--- src/rtl/cp_pkg.sv ---
// cp_pkg: shared widths and state encoding for the cyclic-prefix sequencer
package cp_pkg;
    localparam int SAMPLE_W      = 16;
    localparam int IN_W          = 128;
    localparam int SYM_W         = 304;
    localparam int WORDS_PER_SYM = 19;
    localparam int CP_W          = SYM_W - 2 * IN_W;
    typedef enum logic [1:0] {IDLE, LOAD, STREAM} state_t;
endpackage

--- src/rtl/cyclic_prefix_256.sv ---
// cyclic_prefix_256: prepends the last three samples of the {phase, quad} body as the prefix
module cyclic_prefix_256
    import cp_pkg::*;
(
    input  logic [IN_W-1:0]  phase,
    input  logic [IN_W-1:0]  quad,
    output logic [SYM_W-1:0] symbol_out
);
    logic [2*IN_W-1:0] body;
    assign body       = {phase, quad};
    assign symbol_out = {body[CP_W-1:0], body};
endmodule

--- src/rtl/cp_symbol_sequencer.sv ---
// cp_symbol_sequencer: loads one symbol, prefixes it and streams 19 words with frame counting
module cp_symbol_sequencer
    import cp_pkg::*;
#(
    parameter int SYMS_PER_FRAME = 16
) (
    input  logic                clk,
    input  logic                rst_n,
    input  logic                in_valid,
    output logic                in_ready,
    input  logic [IN_W-1:0]     in_phase,
    input  logic [IN_W-1:0]     in_quad,
    input  logic                frame_clr,
    output logic                out_valid,
    input  logic                out_ready,
    output logic [SAMPLE_W-1:0] out_data,
    output logic                out_sop,
    output logic                out_eop,
    output logic                out_frame_last,
    output logic [7:0]          sym_count,
    output logic                busy
);
    localparam logic [7:0] LAST_SYM  = 8'(SYMS_PER_FRAME - 1);
    localparam logic [4:0] LAST_WORD = 5'(WORDS_PER_SYM - 1);
    state_t           state;
    logic [IN_W-1:0]  phase_q, quad_q;
    logic [SYM_W-1:0] sym_q, symbol_out;
    logic [4:0]       word_idx;
    logic             last_xfer;
    cyclic_prefix_256 u_cp (
        .phase      (phase_q),
        .quad       (quad_q),
        .symbol_out (symbol_out)
    );
    assign in_ready       = state == IDLE;
    assign out_valid      = state == STREAM;
    assign busy           = state != IDLE;
    assign out_data       = sym_q[SYM_W-1 -: SAMPLE_W];
    assign out_sop        = out_valid && word_idx == 5'd0;
    assign out_eop        = out_valid && word_idx == LAST_WORD;
    assign out_frame_last = out_eop && sym_count == LAST_SYM;
    assign last_xfer      = out_eop && out_ready;
    always_ff @(posedge clk or negedge rst_n) begin
        if (!rst_n) begin
            state     <= IDLE;
            phase_q   <= '0;
            quad_q    <= '0;
            sym_q     <= '0;
            word_idx  <= '0;
            sym_count <= '0;
        end else begin
            unique case (state)
                IDLE: if (in_valid) begin
                    phase_q <= in_phase;
                    quad_q  <= in_quad;
                    state   <= LOAD;
                end
                LOAD: begin
                    sym_q    <= symbol_out;
                    word_idx <= '0;
                    state    <= STREAM;
                end
                STREAM: if (out_ready) begin
                    sym_q    <= sym_q << SAMPLE_W;
                    word_idx <= word_idx + 5'd1;
                    if (word_idx == LAST_WORD) state <= IDLE;
                end
                default: state <= IDLE;
            endcase
            // clear wins over a coincident end-of-symbol increment
            if (frame_clr) sym_count <= '0;
            else if (last_xfer) sym_count <= sym_count == LAST_SYM ? 8'd0 : sym_count + 8'd1;
        end
    end
endmodule

--- config.mk ---
export PLATFORM = sky130hd
export DESIGN_NAME = cp_symbol_sequencer
export DESIGN_NICKNAME = d
export VERILOG_FILES = /design/src/rtl/cp_pkg.sv /design/src/rtl/cyclic_prefix_256.sv /design/src/rtl/cp_symbol_sequencer.sv
export SDC_FILE = /design/constraint.sdc
export NUM_CORES = 1
export LEC_CHECK = 0
export CAP_MARGIN = 20
export CORE_MARGIN = 1
export CORE_UTILIZATION = 60
export CTS_CLUSTER_SIZE = 25
export DETAILED_ROUTE_END_ITERATION = 10
export PLACE_DENSITY = 0.85
export SETUP_SLACK_MARGIN = 0.3
export SLEW_MARGIN = 20
export SYNTH_ARGS = -nofsm -noshare
export SYNTH_HDL_FRONTEND = slang
export SYNTH_SLANG_ARGS = --single-unit
--- constraint.sdc ---
create_clock -name clk -period 3.56 [get_ports clk]
set_clock_uncertainty 0.2 [all_clocks]
set_input_delay 0.712 -clock clk [delete_from_list [all_inputs] [get_ports clk]]
set_output_delay 0.712 -clock clk [all_outputs]
set_load 0.1 [all_outputs]
==> results.md, run 1 <==
* Outcome: finished, final reports clean
* Pwr dens at 956 nW/um^2
* Fmax at 320 MHz
* Number of CTS-inserted buffers at 56
* Asr flop ratio synth at 1.00
* Most frequent cell after synthesis: dfrtp_1
* Starting density of the core at 0.607
* Switching power total at 10.1 mW
* Sequential Power Share at 0.418
* Static Leak at 12.8 nW
* Post-route minimum period at 3.12 ns
* Vias per cell at 5.70
* Worst hold path class: flop to flop
* Post-DR wirelength/cell at 20.1 microns
* Count of final max-slew check failures at 0
* Cells along the critical path: nand2b_1 > inv_8 > nand3b_1 > nor3_4 > buf_12
* Post-synthesis net count at 2233
* Cells after synthesis at 1968
* Buffers on Ports at 290
* Via Count at 15.9k
* Slowest stage delay, CP at 0.41 ns
* Final ANT Viol Nets at 0
* # placed instances at 2686
* Post-route insts no fill at 2790
* # setup viols final at 0
* First-pass DRT Iterations at 6
* Vias in the first global route at 16.6k
* Clock root buffer: clkbuf_16
* Initial antenna violation count at 5
* Boundary Pins at 291
* Htree depth at 2
* Synth Register Bits at 575
* Synth Cell Area at 24100 sq um
* Arrival time at the worst endpoint at 2.21 ns
* Clk pwr share at 0.217
* Core area at 39600 sq um
* Hold Fails Final Rpt at 0
* Max Cap Viol at 0
* Pin count of the biggest net entering global routing at 117
* Total Wirelength at 56.1 mm
* Register area share after synthesis at 0.598
* Final core utilization at 0.738
* DP HPWL at 38.0 mm
* First-pass GRT wire length at 90.6 mm
* Synthesis Warnings at 0
* Die W at 202 microns
* Layout Nets at 2485
* CP max-delay cell: dfrtp_1
* Die Y at 202 microns
* GRT Resource Usage Total at 0.283
* Setup Crit Path Kind: flop to output pin
* CP max FO at 37
* FP Rows at 73
* Worst setup EP type: output pin
* Max Root-Sink Buffers at 3
* # DRC at 0
* CTS sink cnt at 575
* Syn_area_per_cell at 12.2 sq um
* Syn-to-layout area delta at 21.5%
* Switch share at 0.361
* Iter 0 DRT Violations at 1054
* Max-slew headroom at 0.549
* Setup crit start kind: flop
* TNS Setup at 0 ns
* Period Utilization, post-route at 0.877
* Design internal power at 17.9 mW
* Maximum vdd drop at 0.499 mV
* Number of synthesized flops with an enable pin at 0
* Layout cell share with drive strength beyond 1 at 0.192
* Skew-Pair Late Insertion Delay at 0.60 ns
* Proportion of power drawn by combinational gates at 0.365
* Clock slew at reported path FFs at 0.06 ns
* Commonest cells in the netlist: dfrtp_1 (575), nand2_1 (314), mux2_2 (256)
* Die Footprint at 40900 sq um
* Synth area leaders: dfrtp_1 (60%), mux2_2 (12%), mux2i_1 (8.6%)
* Yosys top cell by area: dfrtp_1
* RSZ-0062 raised after global routing: false
* Worst Path Required at 2.65 ns
* GR Overflow Total at 0
* WHS at 0.276 ns
* Yosys cell types at 40
* Worst-margin pin slew at 0.676 ns
* Final Wtd Congestion at 0.876
* Synth top area share at 0.598
* CTS tree: built
* Top_reg_cell synth: dfrtp_1
[worst max-delay path, delay by kind of cell, from the launching register on]
| family | cells | cell delay (ns) |
|---|---|---|
| AND/OR/NAND/NOR | 3 | 0.64 |
| buffers and inverters | 2 | 0.54 |
| flip-flops | 1 | 0.41 |
[registers in the layout (all words and copies together), names as in the netlist]
name / count
sym_count: 8
sym_q: 304
word_idx: 5
state: 2
phase_q: 128
quad_q: 128
[stage by stage]
| stage | instance area, sq um | worst slack [ns] | power (mW) |
|---|---|---|---|
| 3_5_place_dp | 27300 | 0.797 | 21.8 |
| 5_1_grt | 29200 | 0.307 | 29.6 |
| 6_report | 29200 | 0.438 | 28.0 |
| 3_3_place_gp | 27300 | 0.799 | 21.3 |
| 2_1_floorplan | 24100 | 0.252 | 19.0 |
| 4_1_cts | 29200 | 0.386 | 28.1 |
[area by class of cell]
class | count | area (sq um)
timing repair buffer | 343 | 3550
multi-input combinational | 1238 | 8730
fill | 2539 | 10400
clock inverter | 13 | 215
antenna | 3 | 7.51
sequential | 575 | 14400
inverter | 6 | 30.0
clock buffer | 87 | 1670
tap | 525 | 657
[kinds of logic after synthesis]
logic type | share of synthesized area
compound gates | 0.0838
xor+xnor | 0.00182
fa+ha+maj | 0.00208
buf+inv | 0.0407
flops | 0.598
mux | 0.206
simple gates | 0.0679
[cells in the final DEF, fill, tap and decap left out, types with 6 or more instances in the layout]
| master | synthesis | routed |
|---|---|---|
| dfrtp_1 | 575 | 575 |
| nand2_1 | 314 | 314 |
| clkdlybuf4s50_1 | 0 | 259 |
| mux2_2 | 256 | 256 |
| mux2i_1 | 208 | 208 |
| o21ai_1 | 195 | 195 |
| o21ai_0 | 80 | 80 |
| a21oi_1 | 71 | 71 |
| clkbuf_16 | 0 | 57 |
| buf_4 | 43 | 57 |
| and2_1 | 33 | 32 |
| buf_12 | 0 | 25 |
| clkbuf_1 | 28 | 17 |
| a22oi_1 | 16 | 16 |
| a22o_1 | 16 | 16 |
| clkbuf_8 | 0 | 13 |
| clkinv_2 | 0 | 7 |
| nor2_1 | 8 | 6 |
| bufinv_16 | 0 | 6 |
[per-layer routing]
| metal | share of wire | vias up | global-route usage |
|---|---|---|---|
| met2 | 0.50 | 446 | 0.468 |
| li1 | - | 7309 | - |
| met4 | 0.026 | 6 | 0.0908 |
| met3 | 0.052 | 101 | 0.0422 |
| met1 | 0.42 | 8037 | 0.386 |
| met5 | 0.00073 | - | 0 |
[power by group through the flow]
stage / Clock [mW] / Sequential [mW] / Combinational (mW)
2_1_floorplan: 0 / 10.9 / 8.15
3_3_place_gp: 0 / 11.5 / 9.74
3_5_place_dp: 0 / 11.7 / 10.2
4_1_cts: 6.15 / 11.6 / 10.3
5_1_grt: 6.42 / 12.0 / 11.2
6_report: 6.06 / 11.7 / 10.2
[worst paths after layout]
path / from / to / slack [ns] / depth (start not counted)
max in group asynchronous: rst_n / phase_q[12] / 1.72 / 3
hold / removal: sym_q[260] / sym_q[260] / 0.28 / 2
setup reg to reg: state[0] / sym_q[114] / 1.05 / 5
hold reg to reg: sym_q[260] / sym_q[260] / 0.28 / 2
setup / recovery: state[0] / out_sop / 0.44 / 5
min in group asynchronous: rst_n / quad_q[26] / 0.46 / 2
[repair_timing]
action                    4_1_cts  5_1_grt
hold endpoints to repair       57        0
buffers inserted                0        0
hold buffers                    1        0
gates resized for setup         0        0
No activity file was read; power rests on OpenSTA's default activity.
==> run 2, diff against run 1 <==
CORE_ASPECT_RATIO = 0.7   (was not set)
==> results.md, run 2 (synthesized netlist as in run 1, its figures left out) <==
* Outcome: finished, final reports clean
* Static Leak at 12.8 nW
* Number of CTS-inserted buffers at 52
* Clock slew at reported path FFs at 0.06 ns
* First-pass DRT Iterations at 5
* Worst Hold Launch: sym_q[261]
* Hold Crit Depth at 2
* Most frequent cells in the layout: dfrtp_1 (575), nand2_1 (314), clkdlybuf4s50_1 (259)
* Die Y at 170 microns
* Post CTS Setup Buffer Count at 0
* Leading cell type in the layout, fill and taps excluded: dfrtp_1
* Total power draw at 27.7 mW
* Sequential Power Share at 0.421
* GRT Resource Usage Total at 0.286
* FP Rows at 60
* RSZ-0062 raised after global routing: false
* WHS Endpoint: sym_q[261]
* Post-DR wirelength/cell at 20.6 microns
* GRT met1 Usage at 0.407
* Most flop-heavy register: sym_q
* # fillers at 2476
* Proportion of power drawn by combinational gates at 0.368
* Clock root buffer: clkbuf_16
* Pwr dens at 951 nW/um^2
* Syn-to-layout area delta at 21.0%
* Max Cap Viol at 0
* Layout Nets at 2478
* Layout cell share with drive strength beyond 1 at 0.191
* Core area at 39000 sq um
* Arrival time at the worst endpoint at 2.21 ns
* TNS Setup at 0 ns
* Pin count of the biggest net entering global routing at 138
* CP max FO at 45
* Fin area at 29100 sq um
* Launch point of the worst reg-to-reg path: state[0]
* Switch share at 0.364
* Worst setup EP type: output pin
* Clk pwr share at 0.211
* Skew-Pair Late Insertion Delay at 0.57 ns
* Fmax at 320 MHz
* Max Root-Sink Buffers at 3
* Largest register FFs at 304
* Die Footprint at 40900 sq um
* Boundary Pins at 291
* Maximum vdd drop at 0.722 mV
* CTS tree: built
* Via Count at 16.0k
* Resized Gates After CTS at 0
* Switching power total at 10.1 mW
* Setup crit start kind: flop
* DP HPWL at 39.2 mm
* Met3 usage at 0.0431
* Die W at 241 microns
* Worst-margin pin slew at 0.640 ns
* Design internal power at 17.6 mW
* Max-slew headroom at 0.573
* Biggest registers after layout: sym_q x304, phase_q x128, quad_q x128
* Count of final max-slew check failures at 0
* Hold Fails Final Rpt at 0
* Iter 0 DRT Violations at 1366
* Vias in the first global route at 16.4k
* # setup viols final at 0
* # DRC at 0
* Reg-to-reg slack, setup at 1.01 ns
* CTS sink cnt at 575
* Htree depth at 2
* First-pass GRT wire length at 89.8 mm
* Initial antenna violation count at 3
* Period Utilization, post-route at 0.878
* Buffers on Ports at 290
* Final Wtd Congestion at 0.878
* Vias per cell at 5.76
* Starting density of the core at 0.618
* Reg-to-reg endpoint: sym_q[100]
* GR Overflow Total at 0
* Post-route minimum period at 3.12 ns
* Hold bufs inserted after CTS at 1
* Worst Path Required at 2.65 ns
* Setup Crit Path Kind: flop to output pin
* Met2 Usage GRT at 0.458
* Worst hold path class: flop to flop
* Top Usage Layer GRT: met2
* Total Wirelength at 57.2 mm
* R2R depth at 5
* Final ANT Viol Nets at 0
* Placed Area at 27300 sq um
run 2: worst max path at each step:
stage                     depth (start not counted)    endpoint     start  slack, ns
after floorplan                                   6     out_sop  state[0]       0.25
after global placement                            4  quad_q[31]  in_valid       0.81
final                                             5     out_sop  state[0]       0.44
after global routing                              5     out_sop  state[0]       0.33
after CTS                                         5     out_sop  state[0]       0.39
after detailed placement                          4  quad_q[10]  in_valid       0.78
run 2: layout make-up:
cell class	count	area (sq um)	area share
Inverter	6	30.0	0.00103
Sequential cell	575	14400	0.494
Tap cell	527	659	0.0226
Antenna cell	3	7.51	0.000258
Clock inverter	17	238	0.00816
Clock buffer	76	1540	0.0530
Multi-Input combinational cell	1238	8730	0.300
Timing Repair Buffer	340	3540	0.121
run 2: stage by stage:
step                      setup slack [ns]  utilization  cells  hold slack (ns)
after global routing                 0.329        0.748   2782            0.297
after floorplan                      0.252            -   1968            0.216
final                                0.436        0.748   2782            0.273
after detailed placement             0.783        0.702   2685            0.259
after global placement               0.812        0.702   2685            0.255
after CTS                            0.386        0.747   2779            0.273
run 2: power groups by stage:
stage / sequential [mW] / combinational [mW] / clock (mW)
floorplan: 10.9 / 8.15 / 0
global placement: 11.5 / 9.69 / 0
detailed placement: 11.7 / 10.1 / 0
CTS: 11.6 / 10.2 / 5.91
global route: 12.0 / 11.2 / 6.17
finish: 11.7 / 10.2 / 5.84
run 2: critical path, stage by stage, from the launching register on:
cell	delay, ns
dfrtp_1	0.42
nand2b_1	0.28
inv_8	0.36
nand3b_1	0.20
nor3_4	0.18
buf_12	0.20
run 2: routing by layer:
metal | vias to the layer above | share of wire | wire length [microns]
met5 | - | 0 | 0
met2 | 460 | 0.48 | 27600
met3 | 116 | 0.054 | 3080
li1 | 7292 | - | -
met1 | 8151 | 0.44 | 24900
met4 | 0 | 0.028 | 1600
